==> src/rtl/updown_mod_counter.sv <==
// Up/down modulo counter with a selectable wrap-around or one-shot stop at the terminal value.
// Clear and load are synchronous. tc is combinational so that counters can be cascaded through en.
module updown_mod_counter #(
  parameter int WIDTH = 4,
  parameter int MOD   = 16
) (
  input  logic             clk,
  input  logic             rstn,
  input  logic             en,
  input  logic             up,
  input  logic             mode,
  input  logic             clr,
  input  logic             load,
  input  logic [WIDTH-1:0] load_val,
  output logic [WIDTH-1:0] q,
  output logic             tc,
  output logic             wrap,
  output logic             done
);

  // state | meaning
  // RUN   | counting, or holding while en=0
  // DONE  | one-shot reached its terminal value; q is frozen until clr or load
  typedef enum logic {S_RUN = 1'b0, S_DONE = 1'b1} state_t;

  localparam logic [WIDTH-1:0] MAX   = WIDTH'(MOD - 1);
  localparam logic [WIDTH:0]   MOD_W = (WIDTH+1)'(MOD);
  localparam logic [WIDTH-1:0] ONE   = {{(WIDTH-1){1'b0}}, 1'b1};

  state_t           r_state, w_state_nxt;
  logic [WIDTH-1:0] r_q, w_q_nxt;
  logic             r_wrap, w_wrap_nxt;
  logic [WIDTH-1:0] w_term;
  logic [WIDTH-1:0] w_start;
  logic             w_at_term;

  assign w_term    = up ? MAX : '0;
  assign w_start   = up ? '0 : MAX;
  assign w_at_term = (r_q == w_term);

  always_ff @(posedge clk or negedge rstn) begin
    if (!rstn) begin
      r_state <= S_RUN;
      r_q     <= '0;
      r_wrap  <= 1'b0;
    end else begin
      r_state <= w_state_nxt;
      r_q     <= w_q_nxt;
      r_wrap  <= w_wrap_nxt;
    end
  end

  always_comb begin
    w_state_nxt = r_state;
    w_q_nxt     = r_q;
    w_wrap_nxt  = 1'b0;
    if (clr) begin
      w_q_nxt     = w_start;
      w_state_nxt = S_RUN;
    end else if (load) begin
      // Out-of-range load values clamp to the top of the count range.
      w_q_nxt     = ({1'b0, load_val} >= MOD_W) ? MAX : load_val;
      w_state_nxt = S_RUN;
    end else if (r_state == S_RUN && en) begin
      if (w_at_term) begin
        if (!mode) begin
          w_q_nxt    = w_start;
          w_wrap_nxt = 1'b1;
        end else begin
          w_state_nxt = S_DONE;
        end
      end else begin
        w_q_nxt = up ? (r_q + ONE) : (r_q - ONE);
      end
    end
  end

  assign q    = r_q;
  assign tc   = w_at_term && en;
  assign wrap = r_wrap;
  assign done = (r_state == S_DONE);

endmodule

==> config.mk <==
export PLATFORM = sky130hd
export DESIGN_NAME = updown_mod_counter
export DESIGN_NICKNAME = d
export VERILOG_FILES = /design/src/rtl/updown_mod_counter.sv
export SDC_FILE = /design/constraint.sdc
export NUM_CORES = 1
export LEC_CHECK = 0
export ABC_AREA = 0
export CORE_AREA = 2 2 39 41
export DETAILED_ROUTE_END_ITERATION = 16
export DIE_AREA = 0 0 41 43
export GPL_ROUTABILITY_DRIVEN = 0
export PLACE_DENSITY = 0.68
export REMOVE_ABC_BUFFERS = 1
export SETUP_SLACK_MARGIN = 0.02
export SYNTH_ARGS = -nofsm -noshare
export SYNTH_HDL_FRONTEND = slang
export SYNTH_SLANG_ARGS = --single-unit
==> constraint.sdc <==
create_clock -name clk -period 3.1 [get_ports clk]
set_input_delay 0.93 -clock clk [delete_from_list [all_inputs] [get_ports clk]]
set_output_delay 0.93 -clock clk [all_outputs]
set_load 0.01 [all_outputs]
==> impl_metrics.prom <==
# TYPE chip_impl_metric gauge
chip_impl_metric{name="synth-seq-area-share",unit="%"} 30.3
chip_impl_metric{name="drc_violations",unit=""} 0
chip_impl_metric{name="std_cell_rows",unit=""} 14
chip_impl_info{name="setup_repair_after_global_routing_missed_its_margin",value="false"} 1
chip_impl_metric{name="start_util",unit="%"} 35.8
chip_impl_metric{name="slowest_delay",unit="ps"} 300
chip_impl_metric{name="synth-seq-cells",unit=""} 6
chip_impl_metric{name="floorplan.die.width",unit="um"} 41
chip_impl_metric{name="routed-via-count",unit=""} 520
chip_impl_metric{name="syn_area",unit="um2"} 495
chip_impl_metric{name="first_global_vias",unit=""} 493
chip_impl_metric{name="maxSlewHeadroom",unit="%"} 80.3
chip_impl_metric{name="pin_count_of_the_biggest_net_entering_global_routing",unit=""} 9
chip_impl_metric{name="cp_data_required_time",unit="ps"} 2170
chip_impl_metric{name="die_area",unit="um2"} 1760
chip_impl_metric{name="max-vdd-ir-drop",unit="mV"} 0.225
chip_impl_metric{name="ratio_of_total_power_to_cell_area",unit="nW/um2"} 394
chip_impl_metric{name="pin_count",unit=""} 18
chip_impl_metric{name="critical_path_maximum_fanout",unit=""} 3
chip_impl_metric{name="coreArea",unit="um2"} 1380
chip_impl_metric{name="grt_antenna_before_repair",unit=""} 0
chip_impl_metric{name="finalMaxSlewViolations",unit=""} 0
chip_impl_info{name="cts_root_buffer",value="sky130_fd_sc_hd__clkbuf_4"} 1
chip_impl_metric{name="timing.critical_path.buf_inv",unit=""} 3
chip_impl_metric{name="achievable-frequency",unit="MHz"} 331
chip_impl_info{name="layout.cells.most_common_list",value="sky130_fd_sc_hd__clkdlybuf4s50_1, sky130_fd_sc_hd__buf_4, sky130_fd_sc_hd__a21oi_1, sky130_fd_sc_hd__dfrtp_1, sky130_fd_sc_hd__nor2_1"} 1
chip_impl_metric{name="worst_skew_pair.late_latency",unit="ps"} 240
chip_impl_metric{name="cellInternalPower",unit="uW"} 204
chip_impl_metric{name="tritoncts.num_buffers",unit=""} 3
chip_impl_info{name="worst_setup_ep_type",value="primary output"} 1
chip_impl_metric{name="setup_violations",unit=""} 0
chip_impl_metric{name="die_y",unit="um"} 43
chip_impl_metric{name="final_antenna_net_count",unit=""} 0
chip_impl_metric{name="global_route_wire_length_before_repair",unit="um"} 2100
chip_impl_metric{name="drive_gt1_share",unit="%"} 26.5
chip_impl_metric{name="worstMarginPinSlew",unit="ps"} 296
chip_impl_info{name="crit_path_start",value="up"} 1
chip_impl_metric{name="async_flop_share",unit="%"} 100
chip_impl_metric{name="postLayoutCoreUtil",unit="%"} 55.0
chip_impl_metric{name="post-place-ws",unit="ps"} -550
chip_impl_metric{name="cts.hold.buffers_added",unit=""} 0
chip_impl_metric{name="regToRegSetupSlack",unit="ps"} 1270
chip_impl_metric{name="detailedRoute.firstIterationViolations",unit=""} 7
chip_impl_info{name="cts_tree",value="done"} 1
chip_impl_metric{name="synth.lib_cells_used.distinct",unit=""} 29
chip_impl_metric{name="grt.total_usage",unit="%"} 17.7
chip_impl_metric{name="netSwitchingFraction",unit="%"} 31.9
chip_impl_metric{name="clk_pin_slew",unit="ps"} 40
chip_impl_metric{name="diodes",unit=""} 0
chip_impl_metric{name="power.net_switching",unit="uW"} 95.6
chip_impl_info{name="min-delay-start",value="q[2]$_DFFE_PN0P_"} 1
chip_impl_info{name="cpMaxStageDelayCell",value="sky130_fd_sc_hd__ha_1"} 1
chip_impl_metric{name="lkg_pwr",unit="nW"} 0.330
chip_impl_metric{name="finalWirelength",unit="um"} 1270
chip_impl_metric{name="cts.sink_count",unit=""} 6
chip_impl_metric{name="power.share.sequential",unit="%"} 33.4
chip_impl_metric{name="final.period_utilization",unit="%"} 97.5
chip_impl_metric{name="place.port_buffers",unit=""} 17
chip_impl_info{name="r2r-start",value="q[2]$_DFFE_PN0P_"} 1
chip_impl_info{name="hold_path.class",value="reg -> reg"} 1
chip_impl_metric{name="ctsHtreeMaxLevel",unit=""} 1
chip_impl_metric{name="worst_slack",unit="ps"} 78.1
chip_impl_info{name="crit_type",value="in -> out"} 1
chip_impl_metric{name="timing.max_cap.violations",unit=""} 0
chip_impl_metric{name="whs",unit="ps"} 593
chip_impl_info{name="outcome",value="complete, no violations"} 1
chip_impl_metric{name="routedWlPerCell",unit="um"} 12.8
chip_impl_info{name="setup.worst_path.start_class",value="input pin"} 1
chip_impl_metric{name="worst_skew",unit="ps"} 1.91
chip_impl_metric{name="syn_to_final_growth",unit="%"} 53.5
chip_impl_metric{name="first_pass_iters",unit=""} 4
chip_impl_info{name="postSynth.topFlopCell",value="sky130_fd_sc_hd__dfrtp_1"} 1
chip_impl_metric{name="globalRouteOverflowTotal",unit=""} 0
chip_impl_metric{name="detailed_place_hpwl",unit="um"} 1040
chip_impl_metric{name="post_synth_inst_count",unit=""} 56
chip_impl_metric{name="final_hold_fails",unit=""} 0
chip_impl_metric{name="period_needed",unit="ps"} 3020
chip_impl_metric{name="pwr-share-clk",unit="%"} 22.2
chip_impl_info{name="final_common_cell",value="sky130_fd_sc_hd__clkdlybuf4s50_1"} 1
chip_impl_info{name="worstPathCellList",value="clkdlybuf4s15_1, inv_2, ha_1, nand2_1, a21oi_2, and2_1, clkdlybuf4s15_2"} 1
chip_impl_metric{name="worst-endpoint-arrival",unit="ps"} 2090
chip_impl_info{name="critical_path.top_delay_family",value="buffers and inverters"} 1
chip_impl_metric{name="yosysWarningCount",unit=""} 0
chip_impl_metric{name="final_nets",unit=""} 99
chip_impl_metric{name="maximum_root_to_sink_buffer_count",unit=""} 2
chip_impl_metric{name="share_comb_of_total_power",unit="%"} 44.4
chip_impl_metric{name="synth-edff-count",unit=""} 0
chip_impl_metric{name="synthesis.area_per_instance",unit="um2"} 8.85
chip_impl_metric{name="power.total",unit="uW"} 300
chip_impl_metric{name="route.detailed.vias_per_inst",unit=""} 5.25
==> power by group through the flow <==
stage          clock, mW  combinational [mW]  sequential (mW)
5_1_grt           0.0763               0.147            0.102
3_5_place_dp           0               0.133            0.101
3_3_place_gp           0               0.131            0.100
2_1_floorplan          0              0.0660            0.101
6_report          0.0664               0.133            0.100
4_1_cts           0.0714               0.133           0.0996
==> routing by layer <==
| layer | vias up | wire length [um] | global-route usage (%) |
|---|---|---|---|
| met1 | 241 | 564 | 21.9 |
| met4 | 0 | 0 | 10.0 |
| li1 | 264 | - | - |
| met5 | - | 0 | 0 |
| met2 | 15 | 655 | 27.5 |
| met3 | 0 | 45 | 3.14 |
==> cell usage after synthesis, types with 2 or more instances <==
master	number	area (um2)
sky130_fd_sc_hd__a21oi_1	6	30.0
sky130_fd_sc_hd__dfrtp_1	6	150
sky130_fd_sc_hd__ha_1	2	25.0
sky130_fd_sc_hd__inv_1	4	15.0
sky130_fd_sc_hd__nand2_1	2	7.51
sky130_fd_sc_hd__nand3_1	4	20.0
sky130_fd_sc_hd__nor2_1	5	18.8
sky130_fd_sc_hd__nor3_1	2	10.0
sky130_fd_sc_hd__o21ai_0	2	10.0
sky130_fd_sc_hd__o21ai_2	2	17.5
sky130_fd_sc_hd__o22a_1	2	17.5
sky130_fd_sc_hd__xnor2_1	2	17.5
==> path summary, 6_finish.rpt <==
kind / end / cells after the start
max: tc / 7
min: q[2]$_DFFE_PN0P_ / 1
max reg2reg: q[3]$_DFFE_PN0P_ / 7
min reg2reg: q[2]$_DFFE_PN0P_ / 1
max in group asynchronous: q[0]$_DFFE_PN0P_ / 1
min in group asynchronous: q[1]$_DFFE_PN0P_ / 1
==> sequential cells by signal, summed over array words and instances, names as in the netlist <==
register,flops
wrap,1
done,1
q,4
==> cell type report <==
| class | instances | area [um2] |
|---|---|---|
| Fill cell | 126 | 623 |
| Multi-Input combinational cell | 44 | 314 |
| Timing Repair Buffer | 26 | 239 |
| Sequential cell | 6 | 150 |
| Clock buffer | 3 | 22.5 |
| Tap cell | 16 | 20.0 |
| Inverter | 4 | 15.0 |
==> stage by stage <==
| stage | instances | instance area (um2) | setup TNS [ps] |
|---|---|---|---|
| 4_1_cts | 99 | 759 | 0 |
| 3_5_place_dp | 96 | 737 | -550 |
| 2_1_floorplan | 54 | 479 | 0 |
| 6_report | 99 | 761 | 0 |
| 5_1_grt | 99 | 761 | 0 |
| 3_3_place_gp | 96 | 737 | -494 |
==> what timing repair did <==
item                       CTS  global route
resized for setup            5             1
buffers inserted             0             0
gates cloned                 0             0
setup endpoints to repair    1             1
==> cell families after synthesis <==
kind of cell	synth area share (%)
and+or+nand+nor	18.9
buffers and inverters	6.31
DFF	30.3
adders and majority gates	9.09
AOI/OAI and AO/OA	31.8
xor gates and xnor gates	3.54
Power figures use the tool's default switching activity.
